<file path="src/rtl/game_ctrl.sv">
// Game controller: button debounce, frame tick extraction, collision tracking,
// game FSM and BCD score / hiscore keeping, all in the single clk domain.
module game_ctrl #(
  parameter logic [19:0] DEB_CYCLES = 20'd500000,
  parameter int          SCORE_DIV  = 6,
  parameter int          HOLDOFF    = 30
) (
  input  logic        clk,
  input  logic        rst,
  input  logic        refreshclk,
  input  logic        btn_jump,
  input  logic        btn_down,
  input  logic        isemptyDino,
  input  logic        isemptyObs,
  output logic [1:0]  gamestate,
  output logic        jump,
  output logic        lying,
  output logic [15:0] score,
  output logic [15:0] hiscore,
  output logic        frame_tick
);

  localparam int FW = (SCORE_DIV > 1) ? $clog2(SCORE_DIV) : 1;
  localparam int HW = $clog2(HOLDOFF + 1);
  localparam logic [FW-1:0] FRAME_MAX = FW'(SCORE_DIV - 1);
  localparam logic [HW-1:0] HOLD_MAX  = HW'(HOLDOFF);

  typedef enum logic [1:0] {
    UNBEGIN = 2'b00,
    RUNNING = 2'b01,
    DEAD    = 2'b10
  } state_t;

  state_t state, state_nxt;

  logic [1:0]    jump_sync, down_sync, ref_sync;
  logic          ref_prev;
  logic [19:0]   jump_cnt, jump_cnt_nxt, down_cnt, down_cnt_nxt;
  logic          jump_db, jump_db_nxt, jump_db_prev;
  logic          down_db, down_db_nxt;
  logic          jump_press, ref_edge, overlap, hit;
  logic [FW-1:0] frame_cnt;
  logic [HW-1:0] holdoff;
  logic          start_game, end_game, score_step, holdoff_step;

  // Increment packed BCD, rippling the carry through digits that roll 9 -> 0.
  function automatic logic [15:0] bcd_inc(input logic [15:0] v);
    logic [15:0] r;
    logic        carry;
    r     = v;
    carry = 1'b1;
    for (int i = 0; i < 4; i++) begin
      if (carry) begin
        if (r[4*i +: 4] == 4'd9) begin
          r[4*i +: 4] = 4'd0;
        end else begin
          r[4*i +: 4] = r[4*i +: 4] + 4'd1;
          carry       = 1'b0;
        end
      end
    end
    return r;
  endfunction

  always_ff @(posedge clk) begin
    if (!rst) begin
      jump_sync    <= '0;
      down_sync    <= '0;
      ref_sync     <= '0;
      ref_prev     <= 1'b0;
      jump_cnt     <= '0;
      down_cnt     <= '0;
      jump_db      <= 1'b0;
      down_db      <= 1'b0;
      jump_db_prev <= 1'b0;
      frame_tick   <= 1'b0;
    end else begin
      jump_sync    <= {jump_sync[0], btn_jump};
      down_sync    <= {down_sync[0], btn_down};
      ref_sync     <= {ref_sync[0], refreshclk};
      ref_prev     <= ref_sync[1];
      jump_cnt     <= jump_cnt_nxt;
      down_cnt     <= down_cnt_nxt;
      jump_db      <= jump_db_nxt;
      down_db      <= down_db_nxt;
      jump_db_prev <= jump_db;
      frame_tick   <= ref_edge;
    end
  end

  // A level only flips after DEB_CYCLES straight cycles of disagreement.
  always_comb begin
    jump_db_nxt  = jump_db;
    jump_cnt_nxt = '0;
    if (jump_sync[1] != jump_db) begin
      if (jump_cnt == DEB_CYCLES - 20'd1) jump_db_nxt = jump_sync[1];
      else jump_cnt_nxt = jump_cnt + 20'd1;
    end
    down_db_nxt  = down_db;
    down_cnt_nxt = '0;
    if (down_sync[1] != down_db) begin
      if (down_cnt == DEB_CYCLES - 20'd1) down_db_nxt = down_sync[1];
      else down_cnt_nxt = down_cnt + 20'd1;
    end
  end

  assign jump_press = jump_db & ~jump_db_prev;
  assign ref_edge   = ref_sync[1] & ~ref_prev;
  assign overlap    = ~isemptyDino & ~isemptyObs;
  assign jump       = jump_db;
  assign gamestate  = state;

  always_ff @(posedge clk) begin
    if (!rst) state <= UNBEGIN;
    else      state <= state_nxt;
  end

  always_comb begin
    state_nxt = state;
    unique case (state)
      UNBEGIN: if (jump_press) state_nxt = RUNNING;
      RUNNING: if (frame_tick && hit) state_nxt = DEAD;
      DEAD:    if (jump_press && holdoff == HOLD_MAX) state_nxt = UNBEGIN;
      default: state_nxt = UNBEGIN;
    endcase
  end

  // Death is checked before scoring, so a fatal tick never adds a point.
  always_comb begin
    start_game   = 1'b0;
    end_game     = 1'b0;
    score_step   = 1'b0;
    holdoff_step = 1'b0;
    unique case (state)
      UNBEGIN: start_game = jump_press;
      RUNNING: begin
        end_game   = frame_tick & hit;
        score_step = frame_tick & ~hit;
      end
      DEAD:    holdoff_step = frame_tick & (holdoff != HOLD_MAX);
      default: ;
    endcase
  end

  always_ff @(posedge clk) begin
    if (!rst) begin
      score     <= '0;
      hiscore   <= '0;
      frame_cnt <= '0;
      holdoff   <= '0;
      hit       <= 1'b0;
      lying     <= 1'b0;
    end else begin
      lying <= down_db_nxt & (state_nxt == RUNNING);

      if (start_game)      hit <= 1'b0;
      else if (frame_tick) hit <= overlap;
      else                 hit <= hit | overlap;

      if (start_game) begin
        score     <= '0;
        frame_cnt <= '0;
      end else if (score_step) begin
        if (frame_cnt == FRAME_MAX) begin
          frame_cnt <= '0;
          if (score != 16'h9999) score <= bcd_inc(score);
        end else begin
          frame_cnt <= frame_cnt + FW'(1);
        end
      end

      // Packed BCD orders the same as its value, so a plain compare suffices.
      if (end_game) begin
        holdoff <= '0;
        if (score > hiscore) hiscore <= score;
      end else if (holdoff_step) begin
        holdoff <= holdoff + HW'(1);
      end
    end
  end

endmodule

</file>
<file path="config.mk">
export PLATFORM = sky130hd
export DESIGN_NAME = game_ctrl
export DESIGN_NICKNAME = d
export VERILOG_FILES = /design/src/rtl/game_ctrl.sv
export SDC_FILE = /design/constraint.sdc
export NUM_CORES = 1
export LEC_CHECK = 0
export ABC_AREA = 1
export CORE_ASPECT_RATIO = 0.8
export CORE_MARGIN = 5
export CORE_UTILIZATION = 47
export DETAILED_ROUTE_END_ITERATION = 16
export PLACE_DENSITY = 0.74
export SLEW_MARGIN = 10
export SYNTH_ARGS = -nofsm -noshare
export SYNTH_HDL_FRONTEND = slang
export SYNTH_SLANG_ARGS = --single-unit
</file>
<file path="constraint.sdc">
create_clock -name clk -period 3.38 [get_ports clk]
set_input_delay 0.676 -clock clk [delete_from_list [all_inputs] [get_ports clk]]
set_output_delay 0.676 -clock clk [all_outputs]
set_load 0.01 [all_outputs]
</file>
==> flow_results.org, run 1 <==
** Clocking
- Number of setup buffers added after CTS :: 0
- Clock tree synthesis inserted a total of 9 buffers.
- Library cell used as clock root buffer :: clkbuf_16
- CTS Buffer Depth :: 2
- CTS tree :: built
- Cts-stage hold buffer count :: 0
- Post-CTS repair changed the size of 0 cells.
- Total number of clock tree sinks :: 95
- Clock latency on the worst-skew pair, taken at its later pin, is 0.34 ns.
- Depth of the CTS H-tree :: 3
- Clock input transition at the sequential cells of the worst setup and hold paths :: 0.07 ns

** Power
- In this run, the clock network consumes 49.0% of the power.
- Registers are responsible for 49.3% of the overall power.
- Net switching fraction of the power :: 20.1%
- PwrDens :: 396 nW/µm²
- Total leakage power :: 2.19 nW
- Reported net switching power :: 0.460 mW
- The internal power of the cells totals 1.83 mW.
- IR analysis of the VDD net gives a maximum drop of 218 µV.
- Logic gate share of total power :: 1.8%
- The design draws 2.29 mW.

** Timing
- After layout, the worst path uses 70.9% of the clock period.
- After routing, the total negative slack on setup checks comes to 0 ns.
- The number of slew-limit violations in the final report is 0.
- Setup repair after global routing left no endpoint under its margin.
- The smallest clock period supported by the final layout is computed as 2.40 ns.
- The final number of hold-violating endpoints came to 0.
- Worst Skew :: 0.00506 ns
- Headroom to the max-slew limit :: 31.6%
- Actual slew at the worst max-slew pin :: 1.02 ns
- Final setup violation count :: 0
- For this run, the top clock speed supported by timing is 0.417 GHz.

** Worst setup path
- Grouping stages by cell kind, the critical path spends the most delay in simple AND/OR/NAND/NOR gates.
- Cells along the critical path :: inv_1 > ha_1 > nand2_1 > nor2_1 > nand2_1 > nand2_1 > nand2_1 > nand2_1 > nand3_1 > nand2_1 > nor2_1
- The critical path in this run is classified as flip-flop to flip-flop.
- Cell with the most instances on the worst path :: nand2_1
- Slowest library cell on the worst path :: nand2_1
- Data on the critical path is required at its endpoint by 3.61 ns.
- For this run, the slowest stage of the critical path takes 0.74 ns.
- STA classifies the critical path startpoint as a flip-flop.
- CP arrival :: 2.63 ns
- STA classifies the critical path endpoint as a flip-flop.
- Together, buffers and inverters on the worst path number 1.
- Largest driver fanout on the critical path :: 32

** Floorplan
- The core region is 10200 µm².
- For this configuration, the core starts out at a cell density of 47.9%.
- Total Die Area :: 12600 µm²
- Width of the die :: 124 µm
- For this design the top-level I/O count stands at 44.
- In this run the core area contains 33 standard-cell rows.
- Die height :: 101 µm

** Global route
- Global-route wire length before repair :: 18.2 mm
- Maximum number of pins on one net before global-route repair :: 33
- Global routing finished with a remaining overflow of 0.
- The number of global-route vias before repair is 4097.
- Global-route total usage across every layer :: 17.4%
- Antenna violations before repair :: 0

** Logic synthesis
- The average instance in the mapped netlist occupies 7.12 µm².
- For this run, the leading register cell type out of synthesis is dfxtp_1.
- Summing every instance area after synthesis gives 4910 µm².
- Register bit total from synthesis :: 95
- The number of nets in the synthesized netlist is 717.
- Post-synth ARST share :: 0%
- Synthesis handed over a netlist of 690 instances.
- EDFF count, synth :: 0
- Of the synthesized area, sequential elements account for 38.7%.
- Counting distinct cell types in the post-synthesis netlist gives 41.
- Yosys Warn Count :: 0

** Final layout
- 0 antenna diodes ended up in the layout.
- Post-route insts no fill :: 875
- Area delta synth->final :: 17.6%
- Post-route core utilization :: 56.4%
- For this run, the post-layout net count is 757.
- Area of all placed cells without fillers :: 5770 µm²
- Of the cells placed in the final design, the portion with a size suffix greater than 1 is 8.03%.

** Detailed routing
- First-iteration detailed-routing DRC count :: 318
- For this run, design rule violations remaining after detail routing come to 0.
- Detailed routing inserted a total of 4423 vias.
- The first detailed-routing pass ran for 5 iterations.
- Summed over all layers, the routed wires come to 10.9 mm.
- Using the TritonRoute via totals, the vias-per-cell ratio works out to 5.05.
- The count of nets left with antenna violations once routing finished came out at 0.
- Post-DR wirelength/cell :: 12.5 µm

** Placement
- Placed cell count :: 858
- Total cell area at the placement stage :: 5430 µm²
- Final weighted congestion in routability-driven placement :: 0.847
- Once detailed placement completed, the half-perimeter wirelength came to 7.93 mm.
- The count of buffers added on input and output ports is 43.

** Outcome
- Outcome :: finished clean

** Job
- Maxcap violations :: 0

** Worst hold path
- Worst min-delay path category :: flip-flop to flip-flop
## logic make-up (layout without fill, tap and decap cells)
family                     Yosys count  after routing  synth area share, %
buffers and inverters              115            160                 9.53
AOI/OAI and AO/OA                   82             82                 8.82
DFF                                 95             95                 38.7
adders and majority gates           20             20                 5.10
and+or+nand+nor                    363            363                 35.1
xor gates and xnor gates            15             15                 2.68
## per-layer routing
layer	vias to the layer above	part of all wire, %	track usage, %
met5	-	0	0
met4	0	1.1	5.90
met3	11	5.7	6.01
met2	96	47	30.6
met1	2019	46	19.9
li1	2297	-	-
## area by class of cell
type                       count  area [µm²]
fill                         988        4470
multi-input combinational    480        2540
sequential                    95        1900
timing repair buffer          45         453
inverter                      99         372
clock buffer                  11         253
tap                          140         175
clock inverter                 5        78.8
## synth_stat cells (all sizes together) (6+ instances only)
| library cell | instances | share of area, % |
|---|---|---|
| a21oi | 58 | 6.1 |
| nor3 | 26 | 3.7 |
| nand2 | 136 | 11 |
| xor2 | 11 | 2.0 |
| or2 | 6 | 0.76 |
| o21ai | 18 | 1.8 |
| nand3 | 49 | 5.6 |
| nand4 | 15 | 2.0 |
| dfxtp | 95 | 39 |
| inv | 99 | 7.6 |
| nor3b | 8 | 1.4 |
| ha | 20 | 5.1 |
| nor2 | 115 | 9.7 |
| buf | 15 | 1.9 |
## state kept, by name, indices dropped and copies added, names as in the netlist
name / cells
down_cnt: 20
down_db: 1
down_sync: 2
frame_cnt: 3
frame_tick: 1
gamestate: 2
hiscore: 16
hit: 1
holdoff: 5
jump: 1
jump_cnt: 20
jump_db_prev: 1
jump_sync: 2
lying: 1
ref_prev: 1
ref_sync: 2
score: 16
## stage by stage
stage,hold WS (ns),worst slack [ns]
3_5_place_dp,0.384,0.899
4_1_cts,0.393,0.975
5_1_grt,0.401,0.737
6_report,0.390,0.983
3_3_place_gp,0.373,1.02
2_1_floorplan,0.368,1.78
## worst paths after layout
check / startpoint / endpoint / slack, ns / cells after the start
worst max-delay path: hiscore[7] / hiscore[7] / 0.98 / 11
worst min-delay path: ref_prev / frame_tick / 0.39 / 1
worst max register to register: hiscore[7] / hiscore[7] / 0.98 / 11
worst min register to register: ref_prev / frame_tick / 0.39 / 1
## power by group through the flow
stage / registers [mW] / logic, mW / clock network, mW
after floorplan: 1.15 / 0.0266 / 0
after global placement: 1.15 / 0.0394 / 0
after detailed placement: 1.15 / 0.0405 / 0
after CTS: 1.13 / 0.0407 / 1.14
after global routing: 1.13 / 0.0459 / 1.18
final: 1.13 / 0.0405 / 1.12
## layout by cell type, fill, tap and decap left out, types with 17 or more instances in the layout
cell             instances
nand2_1                128
o21ai_0                 17
nand3_1                 45
nor3_1                  18
nor2_1                 105
inv_1                   95
ha_1                    20
dfxtp_1                 95
clkdlybuf4s50_1         43
a21oi_1                 56
## worst reg2reg max path, cell delays in order, from the launching register on
cell and delay [ns]:
dfxtp_1 0.36, inv_1 0.06, ha_1 0.29, nand2_1 0.08, nor2_1 0.18, nand2_1 0.08, nand2_1 0.07, nand2_1 0.05
nand2_1 0.74, nand3_1 0.21, nand2_1 0.11, nor2_1 0.04
(Power assumes the default switching activity.)
==> run 2: changes to the inputs <==
--- a/config.mk
+++ b/config.mk
@@ -10,7 +10,7 @@
 export CORE_MARGIN = 5
 export CORE_UTILIZATION = 47
 export DETAILED_ROUTE_END_ITERATION = 16
-export PLACE_DENSITY = 0.74
+export PLACE_DENSITY = 0.77
 export SLEW_MARGIN = 10
 export SYNTH_ARGS = -nofsm -noshare
 export SYNTH_HDL_FRONTEND = slang
==> constraint.sdc (replaced) <==
create_clock -name clk -period 1.9 [get_ports clk]
set_input_delay 0.38 -clock clk [delete_from_list [all_inputs] [get_ports clk]]
set_output_delay 0.38 -clock clk [all_outputs]
set_load 0.01 [all_outputs]
==> run 2 against run 1 <==
Critical path depth fell by 9. Critical path type is now flip-flop to output port. Routed wire length rose by 5.5%. Die area did not move. Worst setup slack got worse by 0.88 ns. Flip-flop and latch count did not move.
==> flow_results.org, run 2 (synthesis results as in run 1) <==
** Final layout
- The net count reported at finish came to 807 (+6.6%).
- The library cells used most frequently in the layout, excluding fill and tap cells, are nand2_1, nor2_1, inv_1, dfxtp_1, a21oi_1.
- Compared with the post-synthesis result, the final layout area differs by 25.4%.
- # fillers :: 944 (-4.5%)
- Antenna Cells :: 0 (unchanged)
- The final instance count without filler cells was 925 (+5.7%).
- The library cell used most frequently in the layout, excluding fill and tap cells, is nand2_1.
- The fraction of layout instances using a drive strength above 1 was 14.6% (+6.6 points).
- The largest registers in the layout are down_cnt x20, jump_cnt x20.

** Floorplan
- Die height :: 101 µm (unchanged)
- The top-level I/O count came to 44 (unchanged).
- The core region area is 10200 µm² (unchanged).
- Width of the die :: 124 µm (unchanged)
- The standard-cell row count was 33 (unchanged).
- Total Die Area :: 12600 µm² (unchanged)
- Initial standard-cell utilization of the core :: 47.9% (unchanged)

** Power
- Total Power Consumption :: 3.91 mW (+71%)
- Logic gate share of total power :: 2.1% (+0.3 points)
- The proportion of total power due to net switching was 21.6% (+1.5 points).
- The power density over cell area came to 635 nW/µm² (+60%).
- The highest ir drop seen on vdd was 430 µV (+97%).
- The clock group share of total power came to 46.6% (-2.4 points).
- Internal Power :: 3.07 mW (+68%)
- The leakage dissipation is 2.44 nW (+11%).
- The net load switching power came to 0.846 mW (+84%).
- Sequential share of power :: 51.3% (+2.0 points)

** Global route
- Met3 routing resource usage after global routing :: 4.96% (-1.1 points)
- The number of antenna violations at the first check in global routing came to 0 (unchanged).
- Congestion Overflow GR :: 0 (unchanged)
- The global routing stage identified its most utilized layer as met2.
- The met2 demand-to-capacity share in global routing is 32.6% (+2.1 points).
- Number of global-route vias before repair :: 4323 (+5.5%)
- The maximum number of pins on one net before global-route repair is 21 (-36%).
- Global-route wire length before repair :: 19.4 mm (+6.7%)
- The overall global routing resource usage came to 18.4% (+1.0 points).
- Met1 track demand over resource in global routing :: 22.7% (+2.7 points)

** Worst setup path
- Cells along the critical path :: buf_4 > clkdlybuf4s50_1
- Number of buffers and inverters on the critical path :: 2 (+1)
- CP arrival :: 1.41 ns (-1.22 ns)
- Class of the most critical setup path :: flip-flop to output port
- Required time worst endpoint :: 1.52 ns (-2.09 ns)
- Top delay family on crit path :: buffers and inverters
- Slowest library cell on the worst path :: clkdlybuf4s50_1
- Worst Setup End Kind :: output port
- Crit start category :: flip-flop
- CP peak stage delay :: 0.54 ns (-0.20 ns)
- Largest driver fanout on the critical path :: 4 (-88%)

** Detailed routing
- Remaining design rule violation count :: 0 (unchanged)
- First-iteration detailed-routing DRC count :: 348 (+9.4%)
- The number of detailed-routing iterations run before antenna repair was 5 (unchanged).
- ANT nets after route :: 0 (unchanged)
- Via-per-instance ratio :: 4.99 (-1.3%)
- The overall via count from detail_route came to 4614 (+4.3%).
- Overall routed net length :: 11.5 mm (+5.5%)
- Post-DR wirelength/cell :: 12.5 µm (-0.24%)

** Worst hold path
- Worst min-delay path category :: flip-flop to flip-flop

** Placement
- The number of port buffers is 43 (unchanged).
- Detailed placement HPWL :: 8.47 mm (+6.9%)
- Placed cell count :: 907 (+5.7%)
- Final weighted congestion in routability-driven placement :: 0.871 (+2.9%)

** Clocking
- Depth of the CTS H-tree :: 3 (unchanged)
- The source-to-sink clock delay at the later pin of the worst-skew pair was 0.35 ns (about the same).
- CTS buffer count :: 9 (unchanged)
- The post-CTS setup buffer count is 0 (unchanged).
- The tree is rooted in a clkbuf_16.
- Cts-stage hold buffer count :: 0 (unchanged)
- Total number of clock tree sinks :: 95 (unchanged)
- The post-CTS clock slew at the launch and capture registers of the worst setup and hold paths is 0.07 ns (about the same).
- CTS tree :: built
- The number of buffers between clock root and the deepest sink was 2 (unchanged).

** Outcome
- Outcome :: finished clean

** Timing
- Actual slew at the worst max-slew pin :: 0.462 ns (-0.561 ns)
- Headroom to the max-slew limit :: 69.1% (+37 points)
- Share of the clock period used by the worst path :: 94.4%
- Final-report max-slew violation count :: 0 (unchanged)
- Worst Skew :: 0.00704 ns (+0.00198 ns)
- Derived from the worst setup path, the maximum achievable clock frequency is 0.557 GHz.
- Clock period minus final worst setup slack :: 1.79 ns
- Number of failing hold endpoints at the final stage :: 0 (unchanged)
- Final setup violation count :: 0 (unchanged)
- The worst hold-check slack came to 0.378 ns (-0.0116 ns).

** Job
- The count of maximum capacitance violations is 0 (unchanged).
-- run 2: final cells by class --
class                   count  area (µm²)  share of cell area, %
clock buffers              10         229                   3.72
multi-input cells         481        2580                   41.9
well taps                 140         175                   2.84
inverters                  99         372                   6.03
flip-flops and latches     95        1900                   30.9
clock inverters             6        68.8                   1.12
repair buffers             94         833                   13.5
-- run 2: path summary, 6_finish.rpt --
kind | from | endpoint | slack, ns | cells after the start
max reg2reg | hiscore[15] | hiscore[7] | 0.11 | 12
min | ref_prev | frame_tick | 0.38 | 1
max | score[15] | score[15] | 0.11 | 2
min reg2reg | ref_prev | frame_tick | 0.38 | 1
-- run 2: what timing repair did --
| action | 4_1_cts | 5_1_grt |
|---|---|---|
| cloned | 1 | 1 |
| resized for setup | 2 | 10 |
| pin swaps | 1 | 2 |
| setup endpoints to repair | 16 | 16 |
-- run 2: through the flow --
step / setup WS [ns] / utilization [%] / setup TNS (ns) / instance area (µm²)
global route: -0.0400 / 60.1 / -0.263 / 6160
floorplan: 0.298 / - / 0 / 4910
global placement: -0.243 / 56.7 / -3.63 / 5810
finish: 0.106 / 60.1 / 0 / 6160
detailed placement: -0.342 / 56.7 / -5.00 / 5810
CTS: 0.0167 / 59.8 / 0 / 6120
-- run 2: layer usage --
metal / vias up / wire length [µm]
met5: - / 0
met4: 0 / 108
met3: 9 / 541
met2: 94 / 5490
met1: 2119 / 5390
li1: 2392 / -
-- run 2: power by group through the flow --
| stage | combinational [mW] | sequential [mW] | clock [mW] |
|---|---|---|---|
| finish | 0.0839 | 2.01 | 1.82 |
| global route | 0.0939 | 2.01 | 1.95 |
| CTS | 0.0843 | 2.00 | 1.86 |
| detailed placement | 0.0838 | 2.05 | 0 |
| global placement | 0.0810 | 2.05 | 0 |
| floorplan | 0.0473 | 2.05 | 0 |
==> run 3: changes to the inputs <==
--- a/config.mk
+++ b/config.mk
@@ -10,6 +10,7 @@
 export CORE_MARGIN = 5
 export CORE_UTILIZATION = 47
 export DETAILED_ROUTE_END_ITERATION = 16
+export HOLD_SLACK_MARGIN = 0.03
 export PLACE_DENSITY = 0.77
 export SLEW_MARGIN = 10
 export SYNTH_ARGS = -nofsm -noshare
==> results of run 3 <==
No change in the layout: final DEF, timing and power equal those of run 2.
